$ cat src/rtl/pinfilter_ctrl.sv
// Sample-tick prescaler, strobe filter and capture sequencer for the cartridge-bus pin-filter bank.
// Optional settle timeout with cap_err output: define PINFILTER_CTRL_TIMEOUT_EN.
module pinfilter_ctrl #(
    parameter int unsigned WIDTH  = 8,
    parameter int unsigned DIV    = 4,
    parameter int unsigned SETTLE = 2
) (
    input  logic             clk,
    input  logic             reset_n,
    input  logic             raw_strb,
    input  logic [WIDTH-1:0] raw_bus,
    output logic             ena_out,
    output logic             strb_filt,
    output logic             cap_valid,
    input  logic             cap_ready,
    output logic [WIDTH-1:0] cap_data,
    output logic             busy,
    output logic             overrun,
    output logic             glitch
`ifdef PINFILTER_CTRL_TIMEOUT_EN
    ,
    output logic             cap_err
`endif
);
    localparam int unsigned   CW       = (DIV > 1) ? $clog2(DIV) : 1;
    localparam logic [CW-1:0] CNT_LAST = CW'(DIV - 1);

    typedef enum logic [1:0] {S_IDLE, S_SETTLE, S_HOLD, S_WAIT_REL} state_t;
    state_t state, state_nx;

    logic [CW-1:0]    pre_cnt;
    logic [1:0]       spipe;
    logic             sprev;
    logic [WIDTH-1:0] bpipe0, bpipe1;
    logic [3:0]       settle_cnt, settle_nx;
    logic             cap_valid_nx, glitch_nx, overrun_nx;
    logic [WIDTH-1:0] cap_data_nx;
    logic             fall;
`ifdef PINFILTER_CTRL_TIMEOUT_EN
    logic [3:0]       retry_cnt, retry_nx;
    logic             cap_err_nx;
`endif

    assign ena_out = (pre_cnt == CNT_LAST);
    assign busy    = (state != S_IDLE);
    // A fall is a 1->0 change between the filtered levels seen at consecutive ticks.
    assign fall    = ena_out && sprev && !strb_filt;

    always_ff @(posedge clk or negedge reset_n) begin
        if (!reset_n) begin
            pre_cnt   <= '0;
            spipe     <= 2'b11;
            strb_filt <= 1'b1;
            sprev     <= 1'b1;
            bpipe0    <= '0;
            bpipe1    <= '0;
        end else begin
            pre_cnt <= ena_out ? '0 : pre_cnt + 1'b1;
            if (ena_out) begin
                spipe <= {spipe[0], raw_strb};
                if (spipe == 2'b00)
                    strb_filt <= 1'b0;
                else if (spipe == 2'b11)
                    strb_filt <= 1'b1;
                sprev  <= strb_filt;
                bpipe1 <= bpipe0;
                bpipe0 <= raw_bus;
            end
        end
    end

    always_ff @(posedge clk or negedge reset_n) begin
        if (!reset_n) begin
            state      <= S_IDLE;
            settle_cnt <= '0;
            cap_valid  <= 1'b0;
            cap_data   <= '0;
            glitch     <= 1'b0;
            overrun    <= 1'b0;
`ifdef PINFILTER_CTRL_TIMEOUT_EN
            retry_cnt  <= '0;
            cap_err    <= 1'b0;
`endif
        end else begin
            state      <= state_nx;
            settle_cnt <= settle_nx;
            cap_valid  <= cap_valid_nx;
            cap_data   <= cap_data_nx;
            glitch     <= glitch_nx;
            overrun    <= overrun_nx;
`ifdef PINFILTER_CTRL_TIMEOUT_EN
            retry_cnt  <= retry_nx;
            cap_err    <= cap_err_nx;
`endif
        end
    end

    always_comb begin
        state_nx     = state;
        settle_nx    = settle_cnt;
        cap_valid_nx = cap_valid;
        cap_data_nx  = cap_data;
        glitch_nx    = 1'b0;
        overrun_nx   = overrun;
`ifdef PINFILTER_CTRL_TIMEOUT_EN
        retry_nx     = retry_cnt;
        cap_err_nx   = cap_err;
`endif
        unique case (state)
            S_IDLE: begin
                if (fall) begin
                    settle_nx = 4'(SETTLE);
                    state_nx  = S_SETTLE;
`ifdef PINFILTER_CTRL_TIMEOUT_EN
                    retry_nx  = '0;
`endif
                end
            end
            S_SETTLE: begin
                if (ena_out) begin
                    if (strb_filt) begin
                        glitch_nx = 1'b1;
                        state_nx  = S_IDLE;
                    end else if (settle_cnt != '0) begin
                        settle_nx = settle_cnt - 4'd1;
                    end else if (bpipe0 == bpipe1) begin
                        cap_data_nx  = bpipe0;
                        cap_valid_nx = 1'b1;
                        state_nx     = S_HOLD;
`ifdef PINFILTER_CTRL_TIMEOUT_EN
                        cap_err_nx   = 1'b0;
                    end else if (retry_cnt == 4'hF) begin
                        cap_data_nx  = bpipe0;
                        cap_valid_nx = 1'b1;
                        cap_err_nx   = 1'b1;
                        state_nx     = S_HOLD;
                    end else begin
                        retry_nx = retry_cnt + 4'd1;
`endif
                    end
                end
            end
            S_HOLD: begin
                if (fall)
                    overrun_nx = 1'b1;
                if (cap_valid && cap_ready) begin
                    cap_valid_nx = 1'b0;
                    state_nx     = S_WAIT_REL;
`ifdef PINFILTER_CTRL_TIMEOUT_EN
                    cap_err_nx   = 1'b0;
`endif
                end
            end
            S_WAIT_REL: begin
                if (strb_filt)
                    state_nx = S_IDLE;
            end
            default: state_nx = S_IDLE;
        endcase
    end
endmodule

$ cat config.mk
export PLATFORM = sky130hd
export DESIGN_NAME = pinfilter_ctrl
export DESIGN_NICKNAME = d
export VERILOG_FILES = /design/src/rtl/pinfilter_ctrl.sv
export SDC_FILE = /design/constraint.sdc
export NUM_CORES = 1
export LEC_CHECK = 0
export ABC_AREA = 1
export BUFFER_PORTS_ARGS = -buffer_cell sky130_fd_sc_hd__buf_4
export CORE_AREA = 4 4 60 68
export CTS_CLUSTER_SIZE = 30
export DETAILED_ROUTE_END_ITERATION = 8
export DIE_AREA = 0 0 64 72
export PLACE_DENSITY = 0.75
export SLEW_MARGIN = 10
export SYNTH_ARGS = -nofsm -noshare
export SYNTH_HDL_FRONTEND = slang
export SYNTH_SLANG_ARGS = --single-unit
export TNS_END_PERCENT = 1
$ cat constraint.sdc
create_clock -name clk -period 1.6 [get_ports clk]
set_input_delay 0.16 -clock clk [delete_from_list [all_inputs] [get_ports clk]]
set_output_delay 0.16 -clock clk [all_outputs]
set_load 0.005 [all_outputs]
=== Yosys cells after proc, flatten, opt, wreduce, memory -nomap -nowiden ===
Cells that the tools add are included.

* Bits in registers: 39
* Latch bits: 0
* Bits in writable memories: 0
* ROM bits: 0
* Bits of input ports: 12
* Output and inout port bits: 14
* Logic and storage cells: 74
* Memories kept: 0

* $add $sub $neg: 2
* Multiply operators: 0
* Div/mod/pow operators: 0
* Order comparisons: 0
* Eq/ne operators: 16
* Shifts and indexed selects: 0
* Multiplexer cells: 25
* Bitwise operators: 2
* Reduce and logical (&&, ||, !) cells: 17

{| class="wikitable"
|+ Operators with widths
! cell !! count
|-
| 2-to-1 mux 2 bit || 8
|-
| 2-to-1 mux 4 bit || 4
|-
| != test 2 bit (second input constant) || 8
|-
| AND reduction 6 bit || 2
|-
| 2-to-1 mux 1 bit || 10
|-
| AND reduction 5 bit || 2
|-
| equality test 2 bit (second input constant) || 4
|-
| equality test 8 bit || 1
|-
| one-hot mux 2 bit (4 select lines) || 1
|-
| one-hot mux 4 bit (2 select lines) || 1
|-
| nonzero test 2 bit || 4
|-
| != test 3 bit (second input constant) || 2
|-
| logical NOT 2 bit || 2
|-
| AND reduction 2 bit || 2
|-
| nonzero test 4 bit || 1
|-
| subtractor 4 x 1 -> 4 bit (second input constant) || 1
|-
| logical AND 1 bit || 3
|-
| adder 2 x 1 -> 2 bit (second input constant) || 1
|-
| equality test 2 x 1 -> 1 bit (second input constant) || 1
|-
| inverter 1 bit || 2
|-
| one-hot mux 1 bit (2 select lines) || 1
|-
| logical NOT 1 bit || 1
|}

=== Logic depth before layout (Yosys ltp) ===
Gate-level depths: netlist (run 1).

* Depth after elaboration: 6
* Mapped depth: 10
* Gate-level depth less buffers: 10

=== Worst setup path after synthesis (run 1) ===
OpenSTA, ideal clock, no wires.

* Path kind: register to register
* Start point: reg settle_cnt[0]
* End point: reg cap_data[7]
* Setup time: 118 ps
* Arrival: 1358 ps
* Data required time: 1482 ps
* Setup slack: 124 ps
* Stages on the path, launching flop included: 9
* Path buffers: 1
* Period minus slack after synthesis: 1476 ps
* Path through: dfrtp_1 -> inv_1 -> ha_1 -> nand3_1 -> nor2_1 -> nand4_4 -> buf_6 -> nand2_2 -> o21ai_2

* Cells in the longest elaborated chain, start to end: 3

{| class="wikitable"
|+ RTL lines
! element !! RTL line !! RTL
|-
| start, declared || 35 || <nowiki>logic [3:0] settle_cnt, settle_nx;</nowiki>
|-
| start signal, assigned || 86 || <nowiki>settle_cnt <= settle_nx;</nowiki>
|-
| nonzero test 4 bit || 124 || <nowiki>end else if (settle_cnt != '0) begin</nowiki>
|-
| inverter 1 bit (no source line) || - ||
|-
| AND reduction 5 bit (no source line) || - ||
|-
| end signal, assigned || 88 || <nowiki>cap_data <= cap_data_nx;</nowiki>
|-
| end, declared || 16 || <nowiki>output logic [WIDTH-1:0] cap_data,</nowiki>
|}

No other way between the ends.
A chain may end at the register's enable or synchronous reset.

=== Worst setup path after layout (run 1) ===
* Start point: reg settle_cnt[1]
* End point: reg cap_data[2]

The elaborated chain is that of the path after synthesis.

==> results by stage, run 1 <==
Logic synthesis:
- The number of warnings printed during yosys synthesis is 0.
- The post-synthesis instance total is approximately 200.
- The share of async-settable or async-resettable flops after synthesis is 100%.
- Summed over its instances, the top area cell type makes up a little under half of the synthesized netlist area.
- The post-synthesis cell area is around 1800 um2.
- After synthesis, the mean cell area works out to 9.22 um2.
- The count of different cell masters after synthesis is 29.
- The cell type with the largest total area after synthesis is sky130_fd_sc_hd__dfrtp_1.
- The number of enable-type register cells in the synthesized netlist is 0.
- Sequential cells were found to cover between 50% and 60% of the synthesized design area.
- sky130_fd_sc_hd__nand2_1 is the most common cell in the netlist.
- By area the synthesized netlist is led by sky130_fd_sc_hd__dfrtp_1 (48%), sky130_fd_sc_hd__nand2_1 (11%), sky130_fd_sc_hd__dfstp_2 (5.7%).
- Sorting the synthesized cells by how often they occur yields sky130_fd_sc_hd__nand2_1 (55), sky130_fd_sc_hd__dfrtp_1 (35), sky130_fd_sc_hd__inv_1 (19), sky130_fd_sc_hd__o21ai_0 (19), sky130_fd_sc_hd__inv_2 (10).
- The synthesis-stage register bit count is 39.
- Counting every net in the synthesized netlist gives roughly 220.
- The most common flop cell mapped by yosys is sky130_fd_sc_hd__dfrtp_1.

Route:
- The number of remaining DRC errors is 0.
- Dividing the detail-routed via count by the number of cells gives roughly 4.8.
- The average routed wire per standard cell is roughly 12 um.
- The sum of routed wire length over all layers is 3380 um.
- The first routing iteration left 45 violations.
- The routed via count is between 1000 and 1500.
- The first-pass iteration count of the detailed router is 4.
- Once detail routing completed, the nets flagged for antenna violations numbered 0.

Worst hold path:
- The path class of the lowest-slack min-delay path is in2reg.
- In this run the most critical hold path is launched from raw_bus[1].
- Counting instances, the worst hold path has a depth of 3.
- The worst hold path terminates at bpipe0[1].

STA:
- The final count of pins violating max slew is 0.
- The number of failing setup endpoints in the final timing report is 0.
- The final cycle utilization of the critical path is ~91%.
- Setup repair after global routing left no endpoint under its margin.
- The final-layout setup total negative slack is 0 ps.
- The final number of hold-violating endpoints was 0.
- The clock skew is 3.26 ps.
- For the pin with the worst max-slew slack, the measured transition is approximately 480 ps.
- Timing would allow up to a little under 700 MHz.
- Subtracting the final worst setup slack from the clock period gives 1460 ps.
- The worst-case headroom to the max-slew limit is 67.7%.
- The worst slack on hold paths is between 70 and 80 ps.
- The post-route worst setup slack is 138 ps.

Worst setup path:
- Data on the critical path is required at its endpoint by between 1500 and 2000 ps.
- The kind of capture point of the worst setup path is a flip-flop.
- Tracing the worst setup path back leads to its startpoint at settle_cnt[1].
- The startpoint identified for the worst register-to-register timing path is settle_cnt[1].
- STA classifies the critical path startpoint as a flip-flop.
- Of all nets on the critical path, the largest fanout is 8.
- The type of the setup path with the least slack is reg2reg.
- In this run the critical register-to-register path is captured at cap_data[2].
- The arrival time at the worst endpoint is 1650 ps.
- Measured in cells, the most critical reg-to-reg path has a length of 8.
- The worst register-to-register path has a setup slack of about 140 ps.

Clock network:
- After clock tree synthesis, the clock-pin slew on the worst setup and hold paths is about 70 ps.
- The number of buffers created by CTS is 5.
- The clock latency on the worst-skew pair is between 200 and 300 ps.
- The root buffer cell chosen for the clock tree is sky130_fd_sc_hd__clkbuf_8.
- The total number of H-tree levels is 2.
- The buffer levels on the longest clock path is 2.
- The clock drives 39 sinks.
- The clock tree from TritonCTS is yes.

Global routing:
- The initial antenna violation count came to 0.
- The first-pass GRT wire length is about 5700 um.
- The total overflow left after global routing is 0.
- Entering global routing, the biggest net connects 40 pins.
- The global-route usage over all layers is between 15 and 20%.
- The via count of the first global-routing pass is approximately 1300.

Power and ir drop:
- The clock network accounts for between 20% and 30% of the total power.
- The share of total power dissipated in sequential elements is 48.7%.
- The switching share of power is between 30% and 40%.
- The analysis attributes to cell leakage a power of 1.08 nW.
- Internal power comes to between 0.0015 and 0.002 W.
- Of the total power, combinational logic draws between 20% and 30%.
- VDD sags by at most 0.673 mV.
- Summed over all nets, the switching power comes to ~0.00073 W.
- The power density over cell area is about 1100 nW/um2.
- The design draws approximately 0.0023 W.

Layout:
- Summing all non-filler instances in the final layout gives an area of between 2000 and 2500 um2.
- The fraction of layout cells with a size suffix above 1 is between 30% and 40%.
- The count of inserted antenna diode cells is 0.
- The area growth from synthesis to layout is 21.1%.
- The final-stage net count is approximately 250.
- The filler cell count is 307.

Floorplanning:
- The die covers between 4000 and 5000 um2.
- The number of placed I/O pins is 26.
- The core region area is between 3000 and 4000 um2.
- The initial utilization of the core area, before any placement, comes to roughly 53%.
- The initialized floorplan defines 23 standard-cell rows.
- The overall die width is ~64 um.
- The floorplan die height is between 70 and 80 um.

Job:
- The number of max-cap violations is 0.

Place:
- The HPWL after detailed placement is about 2400 um.
- The number of buffer cells added on primary ports is 25.
- The placer's final routability congestion estimate is ~0.8.
- The minimum setup slack after placement is -94.9 ps.
- The instance area at placement is 2080 um2.

Run status:
- The flow ran to the end, and the final reports show no timing, DRC or antenna violations.
final cells by class:
type                    count  area [um2]  share of cell area, %
flip-flops and latches     39         981                   44.2
well taps                  50        62.6                   2.82
inverters                  29         109                   4.90
repair buffers             32         243                   10.9
clock inverters             1        5.00                  0.225
multi-input cells         126         744                   33.5
clock buffers               7        76.3                   3.44
sequential cells by signal (all words and copies together) (netlist names), named ones only:
signal / cells
bpipe0: 8
bpipe1: 8
strb_filt: 1
overrun: 1
settle_cnt: 4
cap_valid: 1
spipe: 2
cap_data: 8
sprev: 1
state: 1
pre_cnt: 2
glitch: 1
routing by layer:
| metal | vias to the layer above | track usage, % | wire (um) |
|---|---|---|---|
| met2 | 25 | 27.3 | 1620 |
| met5 | - | 0 | 0 |
| li1 | 703 | - | - |
| met4 | 0 | 7.19 | 69 |
| met1 | 630 | 20.0 | 1560 |
| met3 | 7 | 4.64 | 129 |
placed cells by master (no fill, tap or decap):
master,n
sky130_fd_sc_hd__nor3_1,1
sky130_fd_sc_hd__nand3_2,1
sky130_fd_sc_hd__clkbuf_1,2
sky130_fd_sc_hd__o21bai_4,1
sky130_fd_sc_hd__ha_1,4
sky130_fd_sc_hd__o21ai_2,8
sky130_fd_sc_hd__a21oi_1,5
sky130_fd_sc_hd__xor2_1,1
sky130_fd_sc_hd__dlygate4sd3_1,1
sky130_fd_sc_hd__inv_1,19
sky130_fd_sc_hd__inv_2,10
sky130_fd_sc_hd__nor2_2,1
sky130_fd_sc_hd__xnor2_1,4
sky130_fd_sc_hd__nor2_1,7
sky130_fd_sc_hd__nand3_4,1
sky130_fd_sc_hd__buf_4,31
sky130_fd_sc_hd__nor2_4,4
sky130_fd_sc_hd__nand4_1,2
sky130_fd_sc_hd__nand2_2,1
sky130_fd_sc_hd__a31o_2,1
sky130_fd_sc_hd__nor4_1,2
sky130_fd_sc_hd__clkbuf_8,5
sky130_fd_sc_hd__o31ai_2,2
sky130_fd_sc_hd__nand3_1,3
sky130_fd_sc_hd__dfrtp_1,35
sky130_fd_sc_hd__a21oi_4,1
sky130_fd_sc_hd__o21ai_0,19
sky130_fd_sc_hd__nand4_4,1
sky130_fd_sc_hd__a22oi_1,1
sky130_fd_sc_hd__clkinv_2,1
sky130_fd_sc_hd__dfstp_2,4
sky130_fd_sc_hd__nand2_1,55
kinds of logic (layout without fill, tap and decap cells):
| group | count (synthesis) | in the layout | synth area share (%) |
|---|---|---|---|
| adder cells (fa/ha/maj) | 4 | 4 | 2.73 |
| AND/OR/NAND/NOR | 79 | 79 | 19.8 |
| AO/OA/AOI/OAI | 38 | 38 | 14.1 |
| buffers and inverters | 34 | 69 | 7.44 |
| flip-flops | 39 | 39 | 53.5 |
| XOR/XNOR | 5 | 5 | 2.39 |
power groups by stage:
stage	registers, W	logic, W	clock network (W)
2_1_floorplan	0.00114	0.000378	0
3_3_place_gp	0.00115	0.000515	0
3_5_place_dp	0.00116	0.000535	0
4_1_cts	0.00114	0.000540	0.000651
5_1_grt	0.00115	0.000637	0.000703
6_report	0.00114	0.000563	0.000637
how the worst max path moves through the flow:
stage | depth (start not counted) | end | slack [ps]
after floorplan | 8 | cap_data[7] | 120
after global placement | 7 | cap_data[1] | 5
after detailed placement | 7 | cap_data[4] | -90
after CTS | 8 | cap_data[4] | 30
after global routing | 10 | flip-flop | 10
final | 8 | cap_data[2] | 140
through the flow:
| stage | cells | util [%] |
|---|---|---|
| floorplan | 199 | - |
| global placement | 272 | 59.7 |
| detailed placement | 272 | 59.7 |
| CTS | 284 | 63.0 |
| global route | 284 | 63.8 |
| finish | 284 | 63.8 |
worst max-delay path, stage by stage, from the launching register on:
cell and delay, ps:
sky130_fd_sc_hd__dfrtp_1 360, sky130_fd_sc_hd__inv_1 110, sky130_fd_sc_hd__ha_1 190, sky130_fd_sc_hd__nand3_2 120, sky130_fd_sc_hd__nor2_4 130, sky130_fd_sc_hd__nand4_4 120, sky130_fd_sc_hd__buf_4 190, sky130_fd_sc_hd__nand2_1 80
sky130_fd_sc_hd__o21ai_2 50
timing repair:
item	in CTS	in global routing
hold buffers	1	0
cloned	0	0
buffers inserted	3	0
endpoints found under the hold margin	35	0
endpoints found under the setup margin	9	12
gates resized for setup	0	6
pin swaps	1	1
(Power assumes the default switching activity.)
==> run 2: changes to the inputs <==
--- a/config.mk
+++ b/config.mk
@@ -7,11 +7,13 @@
 export LEC_CHECK = 0
 export ABC_AREA = 1
 export BUFFER_PORTS_ARGS = -buffer_cell sky130_fd_sc_hd__buf_4
-export CORE_AREA = 4 4 60 68
+export CELL_PAD_IN_SITES_DETAIL_PLACEMENT = 1
+export CELL_PAD_IN_SITES_GLOBAL_PLACEMENT = 1
+export CORE_AREA = 4 4 68 76
 export CTS_CLUSTER_SIZE = 30
 export DETAILED_ROUTE_END_ITERATION = 8
-export DIE_AREA = 0 0 64 72
-export PLACE_DENSITY = 0.75
+export DIE_AREA = 0 0 72 80
+export PLACE_DENSITY_LB_ADDON = 0.1
 export SLEW_MARGIN = 10
 export SYNTH_ARGS = -nofsm -noshare
 export SYNTH_HDL_FRONTEND = slang
==> run 2 against run 1 <==
  * Sequential share of layout area shrank 0.59 points
  * Register-to-register slack lost 30 ps
  * Highest routed layer unchanged
  * Non-clock buffer count shrank 1
==> results by stage, run 2 (same netlist as run 1, synthesis figures left out) <==
Floorplanning:
- The total die area is 5760 um2 (+25%).
- The number of placed I/O pins is 26 (unchanged).
- The number of placement rows is 25 (+8.7%).
- The core region area was 4320 um2 (+24%).
- The initial core utilization is 42.5% (-10 points).
- The floorplan die height was 80 um (+11%).
- The overall die width came to 72 um (+13%).

Global routing:
- The via count of the first global-routing pass is 1476 (+12%).
- The first-pass GRT wire length is 6730 um (+17%).
- The initial antenna violation count came to 0 (unchanged).
- The total congestion overflow after global routing is 0 (unchanged).
- The global-route usage over all layers was 15.5% (-0.91 points).
- The largest net degree at the start of global routing is 40 (unchanged).

Power and ir drop:
- The largest voltage drop on the vdd net is 0.718 mV (+6.7%).
- The standby leakage power is 1.09 nW (+0.84%).
- The power density over cell area is 1080 nW/um2 (+2.9%).
- The overall power of the completed layout is 0.00244 W (+4.2%).

Layout:
- The count of inserted antenna diode cells is 0 (unchanged).
- The fraction of layout cells with a size suffix above 1 is 32.2% (+0.99 points).
- The largest registers in the layout are bpipe0: 8 flops, bpipe1: 8 flops, cap_data: 8 flops.
- The leading cell type in the layout, fill and taps excluded is sky130_fd_sc_hd__nand2_1.
- The area growth from synthesis to final layout is 22.7%.
- The final-stage net count is 248 (-0.40%).
- The library cells used most frequently in the layout, excluding fill and tap cells, are sky130_fd_sc_hd__nand2_1 (55), sky130_fd_sc_hd__dfrtp_1 (35), sky130_fd_sc_hd__buf_4 (29).

Place:
- The minimum setup slack after placement is 26.1 ps (+121 ps).
- The number of buffer cells added on primary ports was 25 (unchanged).
- The detailed placer's ending HPWL is 2950 um (+23%).
- The placer's final routability congestion estimate is 0.711 (-11%).

Route:
- The sum of routed wire length over all layers is 3880 um (+15%).
- The initial DRC count is 35 (-22%).
- The routed via count is 1413 (+3.5%).
- The number of remaining DRC errors is 0 (unchanged).
- The first-pass iteration count of the detailed router is 4 (unchanged).
- The via density per instance was 4.92 (+2.4%).
- The average routed wire per standard cell is 13.5 um (+14%).
- The post-route antenna net violation count is 0 (unchanged).

STA:
- The final count of pins violating max slew is 0 (unchanged).
- The clock skew was 6.53 ps (+3.27 ps).
- The final cycle utilization of the critical path came to 93.1% (+1.8 points).
- The number of failing setup endpoints in the final timing report came to 0 (unchanged).
- The worst slack on hold paths came to 73.5 ps (+3.04 ps).
- The achievable clock frequency is 671 MHz (-1.9%).
- The worst-case headroom to the max-slew limit is 66.2% (-1.5 points).
- The final number of hold-violating endpoints is 0 (unchanged).
- The final-layout setup total negative slack is 0 ps (unchanged).
- The clock period minus final worst setup slack is 1490 ps (+28.0 ps).
- The slew of the pin with the lowest slew margin is 502 ps (+17.7 ps).
- The post-route worst setup slack was 110 ps (-28.0 ps).

Worst setup path:
- The cell at the slowest stage of the critical path is sky130_fd_sc_hd__dfrtp_1.
- STA classifies the critical path endpoint as a flip-flop.
- The longest individual stage delay on the worst path is 370 ps (about the same).
- The setup slack of the most critical reg-to-reg path came to 110 ps (-30 ps).
- The arrival time at the worst endpoint is 1670 ps (+20 ps).
- Traced cell by cell, the critical path runs through inv_1, ha_1, nand3_2, nor2_2, nand4_4, buf_12, nand2_1, o21ai_2.
- The worst-path maximum fanout is 13 (+5).
- The worst setup path is of the reg2reg kind.
- The startpoint type of the worst setup path is a flip-flop.
- The worst endpoint required time is 1780 ps (about the same).

Clock network:
- The total number of H-tree levels was 2 (unchanged).
- The clock latency on the worst-skew pair came to 290 ps (about the same).
- TritonCTS built the clock tree.
- The number of buffers created by CTS is 5 (unchanged).
- Clock tree synthesis selected as its root buffer the cell sky130_fd_sc_hd__clkbuf_8.
- The clock-pin slew on the worst setup and hold paths came to 80 ps (about the same).
- The buffer levels on the longest clock path was 2 (unchanged).
- The clock sink count is 39 (unchanged).

Run status:
- The run finished with clean final reports.

Job:
- The number of max-cap violations is 0 (unchanged).

Worst hold path:
- In this run the worst hold path is classified as in2reg.
-- run 2: area by class of cell --
class,instances,area (um2)
fill,509,2070
tap,54,67.6
sequential,39,981
multi-input combinational,126,742
timing repair buffer,31,248
clock inverter,1,7.51
inverter,29,109
clock buffer,7,96.3
-- run 2: per-stage QoR --
stage | instances | util (%) | instance area, um2
2_1_floorplan | 199 | - | 1830
3_3_place_gp | 278 | 48.9 | 2110
3_5_place_dp | 278 | 48.9 | 2110
4_1_cts | 287 | 51.6 | 2230
5_1_grt | 287 | 52.1 | 2250
6_report | 287 | 52.1 | 2250
-- run 2: report_power, final --
group | switching [W] | internal (W)
Clock | 0.000333 | 0.000392
Combinational | 0.000348 | 0.000223
Sequential | 0.0000623 | 0.00108
Total | 0.000744 | 0.00169
-- run 2: worst paths after layout --
kind,startpoint,to,depth (start not counted)
worst max-delay path,settle_cnt[1],cap_data[3],8
worst min-delay path,raw_bus[5],bpipe0[5],3
worst max register to register,settle_cnt[1],cap_data[3],8
worst min register to register,pre_cnt[0],pre_cnt[0],1
max in group asynchronous,reset_n,strb_filt,2
min in group asynchronous,reset_n,settle_cnt[3],2
-- run 2: repair_timing --
action | CTS | global route
hold endpoints to repair | 35 | 0
gates resized for setup | 0 | 6
buffers inserted | 0 | 0
endpoints found under the setup margin | 0 | 16
hold buffers | 1 | 0
-- run 2: layer usage --
metal	vias to the layer above	part of all wire, %	global-route usage, %
met5	-	0	0
met4	0	1.5	5.64
met3	6	4.3	4.79
met2	21	51	25.0
met1	686	43	19.5
li1	700	-	-
-- run 2: critical path, delay by kind of cell, from the launching register on --
kind                     cells  cell delay (ps)
AND/OR/NAND/NOR              4              490
AO/OA/AOI/OAI                1               50
flip-flops                   1              370
buffers and inverters        2              270
adder cells (fa/ha/maj)      1              200
==> run 3: changes to the inputs <==
--- a/config.mk
+++ b/config.mk
@@ -6,13 +6,13 @@
 export NUM_CORES = 1
 export LEC_CHECK = 0
 export ABC_AREA = 1
-export BUFFER_PORTS_ARGS = -buffer_cell sky130_fd_sc_hd__buf_4
 export CELL_PAD_IN_SITES_DETAIL_PLACEMENT = 1
 export CELL_PAD_IN_SITES_GLOBAL_PLACEMENT = 1
-export CORE_AREA = 4 4 68 76
+export CORE_AREA = 4 4 65 73
 export CTS_CLUSTER_SIZE = 30
 export DETAILED_ROUTE_END_ITERATION = 8
-export DIE_AREA = 0 0 72 80
+export DIE_AREA = 0 0 69 77
+export DONT_BUFFER_PORTS = 1
 export PLACE_DENSITY_LB_ADDON = 0.1
 export SLEW_MARGIN = 10
 export SYNTH_ARGS = -nofsm -noshare
==> run 3 against run 2 <==
  * Wire length increased by 1.4%
  * Highest routed layer unchanged
  * Critical path type unchanged
  * Final cell count decreased by 6.6%
  * Worst setup slack improved by 35 ps
  * Combinational power decreased by 6.1%
  * Clock power increased by 19%
  * Largest power group unchanged
  * Fmax increased by 2.4%
  * Critical endpoint unchanged
==> results by stage, run 3 (same netlist as run 1, synthesis figures left out) <==
Run status:
- The flow ran to the end, and the final reports show no timing, DRC or antenna violations.

Layout:
- In the layout the commonest cells are sky130_fd_sc_hd__nand2_1 (55), sky130_fd_sc_hd__dfrtp_1 (35), sky130_fd_sc_hd__inv_1 (19), sky130_fd_sc_hd__o21ai_0 (19), sky130_fd_sc_hd__inv_2 (10).
- The count of inserted antenna diode cells is 0 (unchanged).
- The fraction of layout cells with a size suffix above 1 was 23.1% (-9.0 points).
- The library cell used most frequently in the layout, excluding fill and tap cells, is sky130_fd_sc_hd__nand2_1.
- The sequential standard cell area was 981 um2 (unchanged).
- The area used by multi-input combinational logic came to 744 um2 (+0.34%).
- The area growth from synthesis to final layout is 17.7%.
- The filler cell count came to 471 (-7.5%).
- The final-stage net count is 231 (-6.9%).
- The share of the core filled with cells in the final layout is 54.5% (+2.3 points).
- The largest registers in the layout are bpipe0: 8 flops, bpipe1: 8 flops, cap_data: 8 flops.
- The final instance area is 2160 um2 (-4.1%).

Worst setup path:
- The slowest stage of the critical path is the sky130_fd_sc_hd__dfrtp_1 cell.
- The longest individual stage delay on the worst path was 360 ps (about the same).
- The critical path goes through ha_1, inv_2, nor2_4, inv_2, nor2_4, nand4_4, buf_6, nand2_1, o21ai_2.
- Broken down by cell family, the worst path's largest delay share belongs to simple AND/OR/NAND/NOR gates.
- The worst setup path is captured at a flip-flop.
- The worst setup path is launched from a flip-flop.
- The worst endpoint required time is 1790 ps (about the same).
- The combined buffer and inverter count along the critical path is 3 (+1).
- The worst setup path is of the reg2reg kind.
- The worst-path maximum fanout was 12 (-1).
- The arrival time at the worst endpoint was 1640 ps (-30 ps).

Route:
- The initial DRC count is 44 (+26%).
- The post-route antenna net violation count is 0 (unchanged).
- The routed via count is 1344 (-4.9%).
- The sum of routed wire length over all layers came to 3940 um (+1.4%).
- The via density per instance is 5.01 (+1.9%).
- The number of remaining DRC errors is 0 (unchanged).
- The first-pass iteration count of the detailed router is 4 (unchanged).
- The average routed wire per standard cell is 14.7 um (+8.6%).

Floorplanning:
- The total die area is 5310 um2 (-7.8%).
- The number of placed I/O pins is 26 (unchanged).
- The overall die width is 69 um (-4.2%).
- The core region area is 3960 um2 (-8.2%).
- The initial core utilization is 46.3% (+3.8 points).
- The floorplan die height is 77 um (-3.8%).
- The number of placement rows was 24 (-4.0%).

Global routing:
- The total congestion overflow after global routing was 0 (unchanged).
- The fraction of met2 tracks used by global routing is 30.2% (+5.2 points).
- The met3 usage in global routing came to 3.27% (-1.5 points).
- The via count of the first global-routing pass is 1555 (+5.4%).
- The first-pass GRT wire length is 7250 um (+7.8%).
- The fraction of met1 tracks used by global routing was 19.1% (-0.40 points).
- The initial antenna violation count was 0 (unchanged).
- The largest net degree at the start of global routing was 40 (unchanged).
- The global-route usage over all layers came to 16.9% (+1.4 points).
- The busiest metal layer after global routing is met2.

STA:
- The clock skew is 6.61 ps (+0.0828 ps).
- The post-route worst setup slack came to 145 ps (+35.5 ps).
- The number of failing setup endpoints in the final timing report is 0 (unchanged).
- The final number of hold-violating endpoints is 0 (unchanged).
- The slew of the pin with the lowest slew margin is 477 ps (-25.2 ps).
- The final cycle utilization of the critical path is 90.9% (-2.2 points).
- The clock period minus final worst setup slack is 1450 ps (-35.5 ps).
- The final count of pins violating max slew came to 0 (unchanged).
- Setup repair after global routing left no endpoint under its margin.
- The worst-case headroom to the max-slew limit is 67.9% (+1.7 points).
- The worst slack on hold paths was 3.89 ps (-69.6 ps).
- The achievable clock frequency is 687 MHz (+2.4%).

Job:
- The number of max-cap violations is 0 (unchanged).

Clock network:
- The clock latency on the worst-skew pair was 290 ps (about the same).
- The clock-pin slew on the worst setup and hold paths came to 80 ps (about the same).
- The number of buffers created by CTS is 5 (unchanged).
- The total number of H-tree levels is 2 (unchanged).
- The clock tree from TritonCTS is yes.
- The buffer levels on the longest clock path is 2 (unchanged).
- The clock sink count is 39 (unchanged).
- The root buffer cell is sky130_fd_sc_hd__clkbuf_8.

Place:
- The detailed placer's ending HPWL is 2800 um (-5.3%).
- The placer's final routability congestion estimate is 0.746 (+5.0%).
- The minimum setup slack after placement was -1.28 ps (-27.4 ps).
- The instance area at placement came to 1910 um2 (-9.6%).
- The number of buffer cells added on primary ports was 0 (-100%).

Power and ir drop:
- The power density over cell area was 1180 nW/um2 (+8.7%).
- The standby leakage power was 1.01 nW (-7.4%).
- The largest voltage drop on the vdd net is 0.571 mV (-20%).

Worst hold path:
- The tightest min-delay check is of the in2reg type.
## run 3: where the power goes
group | total [W] | switching (W) | internal (W)
sequential | 0.00114 | 0.0000647 | 0.00108
combinational | 0.000536 | 0.000333 | 0.000203
clock | 0.000860 | 0.000356 | 0.000505
## run 3: cell type report
class                      instances  share of cell area (%)
clock buffer                       6                    3.83
clock inverter                     2                    1.62
inverter                          29                    5.04
multi-input combinational        126                    34.5
sequential                        39                    45.4
tap                               52                    3.01
timing repair buffer              14                    6.55
## run 3: layer usage
| layer | wire length (um) | part of all wire [%] |
|---|---|---|
| met3 | 127 | 3.2 |
| met4 | 84 | 2.1 |
| met1 | 1660 | 42 |
| met2 | 2060 | 52 |
| met5 | 0 | 0 |
## run 3: what timing repair did
| action | in CTS | in global routing |
|---|---|---|
| resized for setup | 1 | 6 |
| endpoints found under the hold margin | 46 | 0 |
| buffers inserted | 0 | 0 |
| pin swaps | 0 | 1 |
| hold buffers | 9 | 0 |
| setup endpoints to repair | 4 | 13 |
## run 3: final timing paths
| check | startpoint | end | slack, ps | cells past startpoint |
|---|---|---|---|---|
| setup / recovery | pre_cnt[0] | cap_data[3] | 150 | 9 |
| hold / removal | raw_bus[2] | bpipe0[2] | 4 | 2 |
| setup reg to reg | pre_cnt[0] | cap_data[3] | 150 | 9 |
| hold reg to reg | pre_cnt[0] | pre_cnt[0] | 440 | 1 |
| max in group asynchronous | reset_n | spipe[0] | 1010 | 2 |
| min in group asynchronous | reset_n | settle_cnt[0] | 340 | 2 |
## run 3: per-stage QoR
step	instances	total power, W	TNS (ps)
2_1_floorplan	199	0.00152	0
3_3_place_gp	251	0.00160	0
3_5_place_dp	251	0.00163	-1.28
4_1_cts	268	0.00256	0
5_1_grt	268	0.00269	0
6_report	268	0.00254	0
